### config.mk
export PLATFORM = sky130hd
export DESIGN_NAME = alu_calc_seq_flat
export DESIGN_NICKNAME = d
export VERILOG_FILES = /design/src/rtl/alu_calc_seq_if.sv /design/src/rtl/alu_calc_seq.sv /design/src/flat_wrapper.sv
export SDC_FILE = /design/constraint.sdc
export NUM_CORES = 1
export LEC_CHECK = 0
export ABC_AREA = 0
export CORE_ASPECT_RATIO = 1.2
export CORE_MARGIN = 1
export CORE_UTILIZATION = 48
export CTS_CLUSTER_SIZE = 10
export DETAILED_ROUTE_END_ITERATION = 10
export PLACE_DENSITY = 0.83
export SYNTH_ARGS = -nofsm -noshare
export SYNTH_HDL_FRONTEND = slang
export SYNTH_SLANG_ARGS = --single-unit
### constraint.sdc
create_clock -name clk -period 2.4 [get_ports clk]
set_input_delay 0.6 -clock clk [delete_from_list [all_inputs] [get_ports clk]]
set_output_delay 0.6 -clock clk [all_outputs]
set_load 0.01 [all_outputs]
### src/rtl/alu_calc_seq_if.sv
// Front-panel / ALU bus of the calculator sequencer.
// The slave side is the sequencer; the master side drives entries and the ALU result.
interface alu_calc_seq_if #(
    parameter int CNT_W = 8
);
    logic [3:0]       digit_in;
    logic             digit_valid;
    logic [2:0]       op_in;
    logic             op_valid;
    logic             eq;
    logic             clr;
    logic [3:0]       alu_a;
    logic [3:0]       alu_b;
    logic [2:0]       alu_sel;
    logic [3:0]       alu_result;
    logic [3:0]       display;
    logic             busy;
    logic             done;
    logic [CNT_W-1:0] exec_cnt;

    modport slave (
        input  digit_in, digit_valid, op_in, op_valid, eq, clr, alu_result,
        output alu_a, alu_b, alu_sel, display, busy, done, exec_cnt
    );

    modport master (
        output digit_in, digit_valid, op_in, op_valid, eq, clr, alu_result,
        input  alu_a, alu_b, alu_sel, display, busy, done, exec_cnt
    );
endinterface

### src/rtl/alu_calc_seq.sv
// Calculator sequencer: collects operand/opcode entries, drives the 4-bit ALU
// from registers, captures its result and supports chaining, repeat-equals and clear.
//
// state  | meaning
// S_A    | waiting for first operand digit
// S_OP   | operand A held, waiting for opcode (digits overwrite A)
// S_B    | opcode held, waiting for operand B (ops overwrite opcode)
// S_EQ   | operands ready, waiting for execute (digits/ops overwrite B/opcode)
// S_EXEC | single execute cycle, ALU result captured at its end
// S_RES  | result shown; op chains, digit restarts, eq repeats
module alu_calc_seq #(
    parameter int CNT_W = 8
) (
    input  logic               clk,
    input  logic               rst_n,
    alu_calc_seq_if.slave      bus
);

    typedef enum logic [2:0] {
        S_A    = 3'd0,
        S_OP   = 3'd1,
        S_B    = 3'd2,
        S_EQ   = 3'd3,
        S_EXEC = 3'd4,
        S_RES  = 3'd5
    } state_t;

    state_t           state_q,   state_d;
    logic [3:0]       reg_a_q,   reg_a_d;
    logic [3:0]       reg_b_q,   reg_b_d;
    logic [2:0]       reg_op_q,  reg_op_d;
    logic [3:0]       acc_q,     acc_d;
    logic [3:0]       display_q, display_d;
    logic             done_q,    done_d;
    logic [CNT_W-1:0] cnt_q,     cnt_d;

    always_ff @(posedge clk or negedge rst_n) begin
        if (!rst_n) begin
            state_q   <= S_A;
            reg_a_q   <= 4'h0;
            reg_b_q   <= 4'h0;
            reg_op_q  <= 3'b000;
            acc_q     <= 4'h0;
            display_q <= 4'h0;
            done_q    <= 1'b0;
            cnt_q     <= '0;
        end else begin
            state_q   <= state_d;
            reg_a_q   <= reg_a_d;
            reg_b_q   <= reg_b_d;
            reg_op_q  <= reg_op_d;
            acc_q     <= acc_d;
            display_q <= display_d;
            done_q    <= done_d;
            cnt_q     <= cnt_d;
        end
    end

    // Each branch tests strobes in priority order so only the highest one acts.
    always_comb begin
        state_d   = state_q;
        reg_a_d   = reg_a_q;
        reg_b_d   = reg_b_q;
        reg_op_d  = reg_op_q;
        acc_d     = acc_q;
        display_d = display_q;
        done_d    = 1'b0;
        cnt_d     = cnt_q;

        if (bus.clr) begin
            state_d   = S_A;
            reg_a_d   = 4'h0;
            reg_b_d   = 4'h0;
            reg_op_d  = 3'b000;
            acc_d     = 4'h0;
            display_d = 4'h0;
        end else begin
            case (state_q)
                S_A: begin
                    if (bus.digit_valid) begin
                        reg_a_d   = bus.digit_in;
                        display_d = bus.digit_in;
                        state_d   = S_OP;
                    end
                end
                S_OP: begin
                    if (bus.op_valid) begin
                        reg_op_d = bus.op_in;
                        state_d  = S_B;
                    end else if (bus.digit_valid) begin
                        reg_a_d   = bus.digit_in;
                        display_d = bus.digit_in;
                    end
                end
                S_B: begin
                    if (bus.op_valid) begin
                        reg_op_d = bus.op_in;
                    end else if (bus.digit_valid) begin
                        reg_b_d   = bus.digit_in;
                        display_d = bus.digit_in;
                        state_d   = S_EQ;
                    end
                end
                S_EQ: begin
                    if (bus.eq) begin
                        state_d = S_EXEC;
                    end else if (bus.op_valid) begin
                        reg_op_d = bus.op_in;
                    end else if (bus.digit_valid) begin
                        reg_b_d   = bus.digit_in;
                        display_d = bus.digit_in;
                    end
                end
                S_EXEC: begin
                    acc_d     = bus.alu_result;
                    display_d = bus.alu_result;
                    done_d    = 1'b1;
                    if (cnt_q != {CNT_W{1'b1}}) begin
                        cnt_d = cnt_q + {{(CNT_W-1){1'b0}}, 1'b1};
                    end
                    state_d = S_RES;
                end
                S_RES: begin
                    if (bus.eq) begin
                        reg_a_d = acc_q;
                        state_d = S_EXEC;
                    end else if (bus.op_valid) begin
                        reg_a_d  = acc_q;
                        reg_op_d = bus.op_in;
                        state_d  = S_B;
                    end else if (bus.digit_valid) begin
                        reg_a_d   = bus.digit_in;
                        display_d = bus.digit_in;
                        state_d   = S_OP;
                    end
                end
                default: begin
                    state_d = S_A;
                end
            endcase
        end
    end

    assign bus.alu_a    = reg_a_q;
    assign bus.alu_b    = reg_b_q;
    assign bus.alu_sel  = reg_op_q;
    assign bus.display  = display_q;
    assign bus.busy     = (state_q == S_EXEC);
    assign bus.done     = done_q;
    assign bus.exec_cnt = cnt_q;

endmodule

### src/flat_wrapper.sv
// flat-port wrapper written by rule: the top's interface ports become plain ports
module alu_calc_seq_flat 
#(
    parameter int CNT_W = 8
)
  (clk, rst_n, bus_digit_in, bus_digit_valid, bus_op_in, bus_op_valid, bus_eq, bus_clr, bus_alu_result, bus_alu_a, bus_alu_b, bus_alu_sel, bus_display, bus_busy, bus_done, bus_exec_cnt);
  alu_calc_seq_if #(.CNT_W(CNT_W)) bus_i ();
  input  logic clk;
  input  logic rst_n;
  input wire logic [$bits(bus_i.digit_in)-1:0] bus_digit_in;
  input wire logic [$bits(bus_i.digit_valid)-1:0] bus_digit_valid;
  input wire logic [$bits(bus_i.op_in)-1:0] bus_op_in;
  input wire logic [$bits(bus_i.op_valid)-1:0] bus_op_valid;
  input wire logic [$bits(bus_i.eq)-1:0] bus_eq;
  input wire logic [$bits(bus_i.clr)-1:0] bus_clr;
  input wire logic [$bits(bus_i.alu_result)-1:0] bus_alu_result;
  output wire logic [$bits(bus_i.alu_a)-1:0] bus_alu_a;
  output wire logic [$bits(bus_i.alu_b)-1:0] bus_alu_b;
  output wire logic [$bits(bus_i.alu_sel)-1:0] bus_alu_sel;
  output wire logic [$bits(bus_i.display)-1:0] bus_display;
  output wire logic [$bits(bus_i.busy)-1:0] bus_busy;
  output wire logic [$bits(bus_i.done)-1:0] bus_done;
  output wire logic [$bits(bus_i.exec_cnt)-1:0] bus_exec_cnt;
  assign bus_i.digit_in = bus_digit_in;
  assign bus_i.digit_valid = bus_digit_valid;
  assign bus_i.op_in = bus_op_in;
  assign bus_i.op_valid = bus_op_valid;
  assign bus_i.eq = bus_eq;
  assign bus_i.clr = bus_clr;
  assign bus_i.alu_result = bus_alu_result;
  assign bus_alu_a = bus_i.alu_a;
  assign bus_alu_b = bus_i.alu_b;
  assign bus_alu_sel = bus_i.alu_sel;
  assign bus_display = bus_i.display;
  assign bus_busy = bus_i.busy;
  assign bus_done = bus_i.done;
  assign bus_exec_cnt = bus_i.exec_cnt;
  alu_calc_seq #(.CNT_W(CNT_W)) u_core (.clk(clk), .rst_n(rst_n), .bus(bus_i));
endmodule
==> flow_summary.ini, run 1 <==
[status]
status = finished clean

[placed_design]
placement.cell_area_um2 = 2165
buffer_ports.inserted = 41
dp.cells = 236
gp_routability_congestion = 0.8155
post-dp-hpwl_um = 2796

[sta]
final.min_clock_period_ps = 2225
worst_hold_slack_ps = 512.2
slew_viol_final = 0
period_share_pct = 92.72
setup_repair_after_global_routing_missed_its_margin = false
fin_tns_setup_ps = 0
hold_viol_final = 0
fin_worst_skew_ps = 4.553
maxClockFrequency_mhz = 449.4
slew-limit-headroom_pct = 73.29
timing_worst_slew_pin_value_ps = 395.1
setup_violations = 0

[route]
final_antenna_net_count = 0
via_per_inst = 5.498
initialDrtViolationCount = 21
routed_wire_length_um = 3617
detail_route.drc_violations = 0
routed-via-count = 1336
detailed_route_wire_length_per_cell_um = 14.88
firstDrtPassIters = 4

[synthesis]
synth_edf_count = 0
postSynthNetCount = 173
synthDistinctLibCells = 41
postSynthAreaPerCell_um2 = 10.62
yosys.area_share.xor_xnor_pct = 2.660
combinational_family_with_the_most_area_after_synthesis = simple AND/OR/NAND/NOR gates
yosys_most_used_dff = dfrtp_1
syn_inst = 155
synth.top_cells.by_count = dfrtp_1 (31), nand2_1 (19), mux2_2 (18), a21oi_1 (11), nor2_1 (8)
number_of_synthesized_register_bits = 31
yosys_warnings = 0
synth.largest_area_cell = dfrtp_1
synth_top_area_share_pct = 47.11
post_synth_fa_ha_maj_area_fraction_pct = 0.7599
synth-compound-area-share_pct = 12.31
post_synth_instance_area_um2 = 1647
netlist_top_cells_area = dfrtp_1 (47%), mux2_2 (12%), nand2_1 (4.3%), a21oi_1 (3.3%), mux2i_1 (3.0%)
fraction_of_synthesized_area_in_multiplexers_pct = 16.26
yosysMostFrequentCell = dfrtp_1
synth_simple_gate_area_share_pct = 17.10
sequential_to_total_area_share_from_yosys_stat_pct = 47.11
async_flop_share_pct = 100.0

[grt]
antenna_found_initial = 0
busiest_layer = met2
grt.met2_usage_pct = 40.96
grt_pass1_wl_um = 6306
grt_usage_pct = 22.53
grtUsageMet1_pct = 25.57
pin_count_of_the_biggest_net_entering_global_routing = 32
via_count_of_the_first_global_routing_pass = 1422
met3_usage_grt_pct = 4.892
globalRoute.totalOverflow = 0

[finish]
syn_to_final_growth_pct = 34.95
final-instance-count-excl-fill = 243
multiInputGateArea_um2 = 810.8
finalInstanceArea_um2 = 2222
fraction_of_final_layout_cells_with_drive_strength_greater_than_1_pct = 20.77
num-nets-final = 225
diodes = 0
nFillCells = 234
final-seq-area_um2 = 775.7

[worst_setup_path]
worstRegToRegCells = 5
start_kind = flip-flop
worst-endpoint-required_ps = 1800
path_class = reg2out
worstPathCellList = or3b_4 -> inv_1 -> dlygate4sd2_1
worst_path_max_delay_cell = or3b_4
worst-r2r-setup-slack_ps = 530
critical_path.max_fanout = 10
end_kind = output pin
worstReg2RegEnd = u_core.bus.alu_b[0]
timing.critical_path.slowest_cell_delay_ps = 460
start_of_the_worst_register_to_register_path = u_core.state_q[1]
cp.arrival_ps = 1630

[cts]
cts.path.max_buffers = 2
cts_htree_levels = 2
clock_sink_count = 31
cts.clk_slew.worst_paths_ps = 90
ctsResizeCount = 2
cts_setup_buffers = 0
worstSkewPairLatency_ps = 320
hold_buffers = 0
clock_tree_from_tritoncts = built
tritoncts.num_buffers = 5
clock-root-buffer = clkbuf_4

[pwr]
power.ir.vdd_worst_uv = 392.9
total_leakage_power_uw = 0.001009
design_power_total_uw = 1147
power_per_cell_area_nw_per_um2 = 516.0

[flow_run]
maxCapViolations = 0

[worst_hold_path]
worstHoldEndpoint = u_core.bus.display[2]
hold-path-cell-count = 1
min-delay-path-class = reg2reg
hold_sp = u_core.bus.display[2]

[floorplanning]
die-area_um2 = 3670
die_y_um = 66.16
num_io_pins = 42
placement_rows = 22
die_width_um = 55.47
start_util_pct = 52.02
floorplan.core_area_um2 = 3166
[flip-flops by register name (all words and copies together) (netlist names)]
| register | cells |
|---|---|
| u_core.bus.exec_cnt | 8 |
| u_core.acc_q | 4 |
| u_core.bus.alu_a | 4 |
| u_core.bus.alu_b | 4 |
| u_core.bus.display | 4 |
| u_core.bus.alu_sel | 3 |
| u_core.state_q | 3 |
| u_core.bus.done | 1 |
[through the flow]
step	setup slack [ps]	util (%)
after CTS	166.2	70.20
after global placement	108.6	68.38
after detailed placement	50.30	68.38
final	174.6	70.20
after floorplan	443.2	-
after global routing	97.84	70.20
[area by class of cell]
| cell class | count | area share [%] |
|---|---|---|
| clock inverters | 1 | 0.2252 |
| clock buffers | 6 | 2.309 |
| flip-flops and latches | 31 | 34.91 |
| inverters | 4 | 0.6757 |
| repair buffers | 54 | 23.37 |
| multi-input cells | 111 | 36.49 |
| well taps | 36 | 2.027 |
[layer usage]
| metal | vias to the layer above | routed length (um) |
|---|---|---|
| met1 | 649 | 1529 |
| met4 | 0 | 70 |
| met3 | 8 | 92 |
| li1 | 658 | - |
| met2 | 21 | 1925 |
| met5 | - | 0 |
[critical path: cells and delay by family, from the launching register on]
family / cells / cell delay (ps)
buffers and inverters: 2 / 430
DFF: 1 / 410
and+or+nand+nor: 1 / 460
[where the power goes]
group	switching, uW	internal (uW)
logic	115	151
clock network	164	136
registers	25.8	555
total	305	842
[kinds of logic after synthesis]
kind of cell             after synthesis
buffers and inverters                 13
AO/OA/AOI/OAI                         30
flip-flops                            31
AND/OR/NAND/NOR                       51
adder cells (fa/ha/maj)                1
multiplexers                          24
XOR/XNOR                               5
[worst max path at each step]
stage	slack, ps	start	endpoint	cells past startpoint
2_1_floorplan	440	bus_digit_valid	u_core.bus.alu_b[0]	6
3_3_place_gp	110	bus_eq	u_core.bus.alu_b[1]	5
3_5_place_dp	50	bus_eq	u_core.bus.alu_b[0]	5
4_1_cts	170	u_core.state_q[1]	bus_busy	3
5_1_grt	100	u_core.state_q[1]	bus_busy	3
6_report	170	u_core.state_q[1]	bus_busy	3
[placed cells by master, fill, tap and decap left out, types with 3 or more instances in the layout]
master,count
nand2_1,19
mux2i_1,5
clkdlybuf4s50_1,40
nor2b_1,4
inv_1,4
a22o_1,4
a31oi_1,4
xor2_1,3
mux2_2,18
dfrtp_1,31
buf_4,12
clkbuf_4,5
nor3_1,4
a21oi_1,11
nor2_1,8
Note: power is estimated with default switching activity, not from simulation.
==> inputs of run 2 (changes only) <==
Settings changed: CORE_UTILIZATION 48 to 52, PLACE_DENSITY 0.83 to 0.88.
Clock period 2.4 ns to 2.8 ns, I/O delays scaled along.
==> flow_summary.ini, run 2 (synthesized netlist as in run 1, its figures left out) <==
[grt]
globalRoute.totalOverflow = 0
via_count_of_the_first_global_routing_pass = 1431
grt_pass1_wl_um = 6444
pin_count_of_the_biggest_net_entering_global_routing = 32
antenna_found_initial = 0
grt_usage_pct = 26.73

[route]
via_per_inst = 5.793
final_antenna_net_count = 0
routed_wire_length_um = 3789
detail_route.drc_violations = 0
firstDrtPassIters = 4
routed-via-count = 1396
detailed_route_wire_length_per_cell_um = 15.72
top_layer_used = met4
met3_length_um = 166
initialDrtViolationCount = 51
detailroute.wirelength.met2_um = 2052
wl_met1_um = 1475

[finish]
fraction_of_final_layout_cells_with_drive_strength_greater_than_1_pct = 19.02
num-nets-final = 222
diodes = 0
final_common_cell = clkdlybuf4s50_1
mostFrequentLayoutCells = clkdlybuf4s50_1 (41), dfrtp_1 (31), nand2_1 (19)
syn_to_final_growth_pct = 32.52
largest_register_ffs = 8

[cts]
cts.clk_slew.worst_paths_ps = 90
cts.path.max_buffers = 2
ctsResizeCount = 0
cts_setup_buffers = 0
clock_sink_count = 31
clock-root-buffer = clkbuf_4
hold_buffers = 0
cts_htree_levels = 2
tritoncts.num_buffers = 5
worstSkewPairLatency_ps = 340
clock_tree_from_tritoncts = built

[sta]
hold_viol_final = 0
final.min_clock_period_ps = 2607
slew_viol_final = 0
setup_violations = 0
period_share_pct = 93.10
setup_repair_after_global_routing_missed_its_margin = false
timing_worst_slew_pin_value_ps = 433.1
maxClockFrequency_mhz = 383.6
slew-limit-headroom_pct = 70.72
fin_tns_setup_ps = 0
worst_hold_slack_ps = 525.1
fin_worst_skew_ps = 7.339
pnr_worst_setup_slack_ps = 193.3

[worst_setup_path]
worstPathCellList = or3b_4 -> inv_1 -> clkdlybuf4s50_1
critical_path.max_fanout = 10
end_kind = output pin
timing.critical_path.slowest_cell_delay_ps = 550
cp.arrival_ps = 1910
start_of_the_worst_register_to_register_path = u_core.state_q[1]
worst-endpoint-required_ps = 2100
cp-startpoint = u_core.state_q[1]
path_class = reg2out
critical_path.top_delay_family = buffers and inverters
start_kind = flip-flop
cp_num_buf_inv = 2
worst-r2r-setup-slack_ps = 950
worst_path_max_delay_cell = clkdlybuf4s50_1
worstReg2RegEnd = u_core.bus.alu_b[2]
worstRegToRegCells = 5

[floorplanning]
die_y_um = 63.64
num_io_pins = 42
floorplan.core_area_um2 = 3028
die_width_um = 53.37
die-area_um2 = 3396
placement_rows = 22
start_util_pct = 54.38

[pwr]
part_of_the_total_power_dissipated_in_sequential_elements_pct = 50.9
clkPwrFrac_pct = 26.0
design_power_total_uw = 976.8
power_per_cell_area_nw_per_um2 = 447.6
power.ir.vdd_worst_uv = 397.4
total_leakage_power_uw = 0.0009807
pint_uw = 698.9
p_sw_share_pct = 28.45
power_switching_uw = 277.9
power.share.combinational_pct = 23.1

[placed_design]
buffer_ports.inserted = 41
post-dp-hpwl_um = 2917
post_place_setup_slack_ps = 204.6
gp_routability_congestion = 0.7992

[status]
status = finished clean

[flow_run]
maxCapViolations = 0

[worst_hold_path]
worstHoldEndpoint = u_core.bus.exec_cnt[0]
hold_sp = u_core.bus.exec_cnt[0]
min-delay-path-class = reg2reg
hold-path-cell-count = 1
[run 2: power by group through the flow]
stage / sequential (uW) / combinational [uW] / clock (uW)
3_5_place_dp: 506 / 224 / 0
4_1_cts: 497 / 226 / 259
6_report: 497 / 226 / 254
5_1_grt: 501 / 247 / 276
3_3_place_gp: 504 / 216 / 0
2_1_floorplan: 516 / 98.2 / 0
[run 2: worst max-delay path by stage]
| stage | depth (start not counted) | slack, ps | to |
|---|---|---|---|
| after detailed placement | 5 | 200 | u_core.bus.alu_b[2] |
| after global routing | 3 | 120 | bus_busy |
| after global placement | 5 | 300 | u_core.bus.alu_b[2] |
| final | 3 | 190 | bus_busy |
| after CTS | 3 | 50 | bus_busy |
| after floorplan | 6 | 740 | u_core.bus.alu_b[0] |
[run 2: cell type report]
| class | count | area, um2 |
|---|---|---|
| Timing Repair Buffer | 51 | 485.5 |
| Clock buffer | 7 | 45.04 |
| Clock inverter | 1 | 5.005 |
| Tap cell | 36 | 45.04 |
| Sequential cell | 31 | 775.7 |
| Multi-Input combinational cell | 111 | 810.8 |
| Inverter | 4 | 15.01 |
| Fill cell | 233 | 845.8 |
[run 2: stage by stage]
step                      instances  instance area [um2]  utilization, %
after global routing            241                 2182           72.07
after detailed placement        233                 2130           70.33
after floorplan                 155                 1647               -
after CTS                       241                 2180           71.98
after global placement          233                 2130           70.33
final                           241                 2182           72.07
[run 2: layer usage]
metal | global-route usage [%] | vias up
met1 | 30.09 | 689
met2 | 44.06 | 41
met4 | 12.83 | 0
met3 | 8.454 | 12
met5 | 0 | -
li1 | - | 654
[run 2: worst reg2reg max path, cell delays in order, from the launching register on]
cell	delay, ps
dfrtp_1	360
buf_4	200
inv_1	130
or4b_2	790
mux2i_1	210
nor2_1	60
